[config.mk]
export PLATFORM = sky130hd
export DESIGN_NAME = nlp_predictor
export DESIGN_NICKNAME = d
export VERILOG_FILES = /design/src/rtl/nlp_predictor.sv
export SDC_FILE = /design/constraint.sdc
export NUM_CORES = 2
export LEC_CHECK = 0
export CAP_MARGIN = 25
export CORE_MARGIN = 3
export CORE_UTILIZATION = 57
export DETAILED_ROUTE_END_ITERATION = 8
export PLACE_DENSITY = 0.89
export REMOVE_ABC_BUFFERS = 1
export SYNTH_ARGS = -nofsm -noshare
export SYNTH_HDL_FRONTEND = slang
export SYNTH_SLANG_ARGS = --single-unit
[constraint.sdc]
create_clock -name clk -period 2.3 [get_ports clk]
set_clock_uncertainty 0.05 [all_clocks]
set_input_delay 0.46 -clock clk [delete_from_list [all_inputs] [get_ports clk]]
set_output_delay 0.46 -clock clk [all_outputs]
set_load 0.01 [all_outputs]
[src/rtl/nlp_predictor.sv]
// -----------------------------------------------------------------------------
// nlp_predictor
//
// Next-line predictor for the dual-issue fetch unit. The IF1 fetch PC is looked
// up in a two-bank, direct-mapped, tagged BTB with a 2-bit bimodal counter per
// entry. The per-slot prediction is registered and presented to IF2 one cycle
// later. IF3 trains entries through two update ports.
//
// The bank is selected by pc[2], so the two slots of a fetch pair
// (lookupPC, lookupPC+4) always fall into different banks.
//
// Ports
//   clk, rst_n              clock, asynchronous active-low reset
//   stall                   holds the prediction registers, ignores lookupPC
//   lookupPC                IF1 fetch PC (slot0 = lookupPC, slot1 = lookupPC+4)
//   nlpN_valid              tag hit for slot N
//   nlpN_taken              bimState[1] on a hit, else 0
//   nlpN_target             predicted target (0 on a miss)
//   nlpN_bimState           current counter (0 on a miss)
//   updateN_valid           IF3 training request for port N
//   updateN_pc              PC of the instruction being trained
//   updateN_target          target to store
//   updateN_bimState        counter value IF3 saw (2'b01 on an NLP miss)
//   updateN_shouldTake      training direction
// -----------------------------------------------------------------------------
module nlp_predictor #(
    parameter int IDX_W = 4,
    parameter int TAG_W = 8
) (
    input  logic        clk,
    input  logic        rst_n,
    input  logic        stall,
    input  logic [31:0] lookupPC,

    output logic        nlp0_valid,
    output logic        nlp0_taken,
    output logic [31:0] nlp0_target,
    output logic [1:0]  nlp0_bimState,
    output logic        nlp1_valid,
    output logic        nlp1_taken,
    output logic [31:0] nlp1_target,
    output logic [1:0]  nlp1_bimState,

    input  logic        update0_valid,
    input  logic [31:0] update0_pc,
    input  logic [31:0] update0_target,
    input  logic [1:0]  update0_bimState,
    input  logic        update0_shouldTake,
    input  logic        update1_valid,
    input  logic [31:0] update1_pc,
    input  logic [31:0] update1_target,
    input  logic [1:0]  update1_bimState,
    input  logic        update1_shouldTake
);

    localparam int NE    = 1 << IDX_W;
    localparam int IDX_L = 3;
    localparam int TAG_L = IDX_W + 3;

    // Saturating 2-bit bimodal counter step.
    function automatic logic [1:0] bim_next(input logic [1:0] old, input logic take);
        if (take)
            return (old == 2'b11) ? 2'b11 : old + 2'b01;
        else
            return (old == 2'b00) ? 2'b00 : old - 2'b01;
    endfunction

    // Entry storage. Only the valid bits are reset; the rest is don't-care
    // until an update allocates the entry.
    logic             ent_valid  [0:1][0:NE-1];
    logic [TAG_W-1:0] ent_tag    [0:1][0:NE-1];
    logic [31:0]      ent_target [0:1][0:NE-1];
    logic [1:0]       ent_bim    [0:1][0:NE-1];

    // Update address fields
    logic             u0_bank, u1_bank;
    logic [IDX_W-1:0] u0_idx,  u1_idx;
    logic [TAG_W-1:0] u0_tag,  u1_tag;

    assign u0_bank = update0_pc[2];
    assign u0_idx  = update0_pc[IDX_W+IDX_L-1:IDX_L];
    assign u0_tag  = update0_pc[TAG_W+TAG_L-1:TAG_L];
    assign u1_bank = update1_pc[2];
    assign u1_idx  = update1_pc[IDX_W+IDX_L-1:IDX_L];
    assign u1_tag  = update1_pc[TAG_W+TAG_L-1:TAG_L];

    // Valid bits: port1 is written last so it wins a same-entry conflict
    // (both write 1 here, but the ordering mirrors the data array).
    always_ff @(posedge clk or negedge rst_n) begin
        if (!rst_n) begin
            for (int b = 0; b < 2; b++)
                for (int i = 0; i < NE; i++)
                    ent_valid[b][i] <= 1'b0;
        end else begin
            if (update0_valid) ent_valid[u0_bank][u0_idx] <= 1'b1;
            if (update1_valid) ent_valid[u1_bank][u1_idx] <= 1'b1;
        end
    end

    // Entry payload: allocate-on-update, port1 overrides port0 on the same entry.
    always_ff @(posedge clk) begin
        if (update0_valid) begin
            ent_tag[u0_bank][u0_idx]    <= u0_tag;
            ent_target[u0_bank][u0_idx] <= update0_target;
            ent_bim[u0_bank][u0_idx]    <= bim_next(update0_bimState, update0_shouldTake);
        end
        if (update1_valid) begin
            ent_tag[u1_bank][u1_idx]    <= u1_tag;
            ent_target[u1_bank][u1_idx] <= update1_target;
            ent_bim[u1_bank][u1_idx]    <= bim_next(update1_bimState, update1_shouldTake);
        end
    end

    // ---- stage p0: IF1 lookup (combinational read of the current contents) ----
    logic [31:0]      pc1_p0;
    logic             bank0_p0, bank1_p0;
    logic [IDX_W-1:0] idx0_p0,  idx1_p0;
    logic [TAG_W-1:0] tag0_p0,  tag1_p0;
    logic             hit0_p0,  hit1_p0;

    // Slot1 address is recomputed from PC+4 so index/tag carries are exact.
    assign pc1_p0   = lookupPC + 32'd4;
    assign bank0_p0 = lookupPC[2];
    assign idx0_p0  = lookupPC[IDX_W+IDX_L-1:IDX_L];
    assign tag0_p0  = lookupPC[TAG_W+TAG_L-1:TAG_L];
    assign bank1_p0 = pc1_p0[2];
    assign idx1_p0  = pc1_p0[IDX_W+IDX_L-1:IDX_L];
    assign tag1_p0  = pc1_p0[TAG_W+TAG_L-1:TAG_L];

    assign hit0_p0 = ent_valid[bank0_p0][idx0_p0] && (ent_tag[bank0_p0][idx0_p0] == tag0_p0);
    assign hit1_p0 = ent_valid[bank1_p0][idx1_p0] && (ent_tag[bank1_p0][idx1_p0] == tag1_p0);

    // ---- stage p1: registered prediction to IF2 (all-zero on a miss) ----
    always_ff @(posedge clk or negedge rst_n) begin
        if (!rst_n) begin
            nlp0_valid    <= 1'b0;
            nlp0_taken    <= 1'b0;
            nlp0_target   <= '0;
            nlp0_bimState <= '0;
            nlp1_valid    <= 1'b0;
            nlp1_taken    <= 1'b0;
            nlp1_target   <= '0;
            nlp1_bimState <= '0;
        end else if (!stall) begin
            nlp0_valid    <= hit0_p0;
            nlp0_taken    <= hit0_p0 & ent_bim[bank0_p0][idx0_p0][1];
            nlp0_target   <= hit0_p0 ? ent_target[bank0_p0][idx0_p0] : 32'd0;
            nlp0_bimState <= hit0_p0 ? ent_bim[bank0_p0][idx0_p0] : 2'b00;
            nlp1_valid    <= hit1_p0;
            nlp1_taken    <= hit1_p0 & ent_bim[bank1_p0][idx1_p0][1];
            nlp1_target   <= hit1_p0 ? ent_target[bank1_p0][idx1_p0] : 32'd0;
            nlp1_bimState <= hit1_p0 ? ent_bim[bank1_p0][idx1_p0] : 2'b00;
        end
    end

    // PC bits outside the index/tag/bank fields do not participate.
    logic unused_pc_bits;
    assign unused_pc_bits = ^{lookupPC, pc1_p0, update0_pc, update1_pc};

endmodule

==> reports/metrics.yaml <==
synthDistinctLibCells: 50
fp.dieArea_sq_um: 150000
synth_async_sr_flop_share: 0.0705
power.leakage_nw: 33.5
crit_start: "ent_tag[0][9]$_DFFE_PP_"
yosys.area.top_type: "edfxtp_1"
start_util: 0.575
violations: "setup timing"
worst_pin_slew_ps: 1120
synth_ff_type: "edfxtp_1"
synth.area.top_cells: "edfxtp_1, mux4_2, mux2_2, dfrtp_1, clkbuf_1"
grt_max_degree: 94
postSynthCellCount: 4939
relSlewSlack: 0.253
cts_buffer_depth: 3
critPathKind: "flip-flop to flip-flop"
vias: 60200
status: "finished with violations"
gp_congestion: 0.948
grt_antenna_before_repair: 23
fin_util: 0.687
drt_first_pass_iters: 9
clockRootBuffer: "clkbuf_16"
area_delta_synth_final_pct: 19.4
hold_viol_final: 0
worstSkewPairLatency_ps: 870
dp_hpwl_um: 184000
crit_path_max_incr_delay_ps: 560
cts.clk_slew.worst_paths_ps: 60
rows: 139
ios: 243
netlist.area_leader.share: 0.487
wl_per_cell_um: 44.0
nNetsFinal: 5484
hold_path.class: "input port to asynchronous set/reset pin"
wirelength_um: 324000
setup_tns_ps: -51270
globalRouteOverflowTotal: 0
drv_slew: 0
synth_most_common_cell: "edfxtp_1"
cts_num_sinks: 1446
rsz0062_at_grt: "yes"
cpMostUsedCell: "mux4_2"
antenna_left: 0
numCtsBuffers: 154
fillers: 8245
core_area_sq_um: 144000
startpoint_type: "flip-flop"
whs_ps: 113
crit_fanout: 4
worst_ir_drop_vdd_v: 0.000792
drcViolationCount: 0
fin_crit_sh: 1.35
drv_cap: 0
die_w_um: 387
ys_seq_area_frac: 0.518
busiest_layer: "met2"
fin_ws_ps: -801
gr-usage-met1: 0.494
grtUsageTotal: 0.425
drive_gt1_frac: 0.591
pwr_density_cell_nw_per_um2: 669
synth_common_cells: "edfxtp_1, mux2_2, mux4_2"
ys.warnings.count: 0
grt_pass1_vias: 61000
cts_tree: "yes"
cp.required_ps: 3000
synth-seq-cells: 1446
cp_slowest_cell: "mux4_2"
die_h_um: 387
arrival_ps: 3800
synthesis.area_sq_um: 82900
cts_max_level: 4
path_cells: "mux4_2 > mux4_2 > mux2i_1 > buf_4 > xnor2_2 > nor4_4 > nand4_4 > buf_12 > clkbuf_16 > o21ai_2"
worstReg2RegStart: "ent_tag[0][9]$_DFFE_PP_"
syn-mean-instance-area_sq_um: 16.8
via_per_inst: 8.17
min_period_ps: 3100
synth_edf_count: 1344
drt_iter0_markers: 12500
setup_viol: 235
grt_pass1_wl_um: 451000
endpoint_kind: "flip-flop"
grtUsageMet3: 0.226
portBuffers: 185
fmax_ghz: 0.322
met2_usage: 0.589
worst max-delay path, delay by kind of cell, from the launching register on:
kind	cells	cell delay [ps]
buffers and inverters	3	560
xor gates and xnor gates	1	80
DFF	1	440
AOI/OAI and AO/OA	1	130
muxes	3	1270
and+or+nand+nor	2	450
power by group:
| group | switching [W] | internal, W | leakage (nW) |
|---|---|---|---|
| clock network | 0.0115 | 0.0139 | 2.44 |
| logic | 0.00558 | 0.00513 | 17.6 |
| registers | 0.000472 | 0.0295 | 13.4 |
| total | 0.0176 | 0.0486 | 33.5 |
placed cells by master (no fill, tap or decap), types with 37 or more instances in the layout:
master           instances
buf_12                 244
buf_4                  395
clkbuf_1                38
clkbuf_16              157
clkdlybuf4s50_1        116
dfrtp_1                 87
dlygate4sd2_1           50
edfxtp_1              1344
mux2_2                1289
mux2i_1                 64
mux4_2                 839
nand2_1                256
nand3_1                 37
nor2_1                  39
o21ai_0                 42
final timing paths:
path | depth (start not counted) | to | slack, ps
setup / recovery | 10 | nlp0_target[6]$_DFFE_PN0N_ | -800
min in group clk | 4 | nlp1_target[17]$_DFFE_PN0N_ | 180
hold / removal | 2 | nlp1_target[20]$_DFFE_PN0N_ | 110
max in group asynchronous | 3 | nlp1_target[21]$_DFFE_PN0N_ | 1340
setup reg to reg | 10 | nlp0_target[6]$_DFFE_PN0N_ | -800
hold reg to reg | 2 | nlp0_target[6]$_DFFE_PN0N_ | 430
area by class of cell:
class / instances / area (sq um) / share of cell area
inverter: 4 / 15.0 / 0.000152
multi-input combinational: 2866 / 38500 / 0.389
clock buffer: 202 / 4160 / 0.0420
tap: 1903 / 2380 / 0.0241
timing repair buffer: 840 / 10000 / 0.101
sequential: 1446 / 42900 / 0.434
antenna: 18 / 45.0 / 0.000455
clock inverter: 85 / 861 / 0.00870
per-layer routing:
layer  vias up  part of all wire
met4        28              0.11
met1     29000              0.28
met5         -            0.0015
met2      7700              0.41
met3      2575              0.20
li1      20900                 -
through the flow:
stage	std cells	worst slack (ps)	cell area (sq um)	power (W)
after floorplan	4316	-13580	80300	0.0363
after global placement	7034	-1170	93000	0.0397
after detailed placement	7034	-1240	93000	0.0401
after CTS	7338	-664	98600	0.0652
after global routing	7349	-777	98900	0.0671
final	7364	-801	98900	0.0662
timing repair:
item | in CTS | in global routing
cloned | 7 | 1
hold endpoints to repair | 102 | 0
endpoints found under the setup margin | 335 | 130
gates resized for setup | 133 | 44
buffers inserted | 9 | 7
hold buffers | 1 | 0
pin swaps | 30 | 6
state kept, by name, indices dropped and copies added (netlist names):
| register | cells |
|---|---|
| nlp0_target | 32 |
| nlp1_valid | 1 |
| ent_tag | 256 |
| nlp0_bimState | 1 |
| nlp1_bimState | 2 |
| nlp0_taken | 1 |
| ent_target | 1024 |
| ent_valid | 32 |
| ent_bim | 64 |
| nlp1_target | 32 |
| nlp0_valid | 1 |
kinds of logic (layout without fill, tap and decap cells):
kind of cell / count (synthesis) / count (layout) / share of synthesized area
flops: 1446 / 1446 / 0.518
xor+xnor: 26 / 26 / 0.00302
simple gates: 452 / 452 / 0.0240
compound gates: 191 / 191 / 0.0125
buf+inv: 627 / 1131 / 0.0311
mux: 2193 / 2193 / 0.411
other cells: 0 / 18 / 0
fa+ha+maj: 4 / 4 / 0.000513
Note: power is estimated with default switching activity, not from simulation.
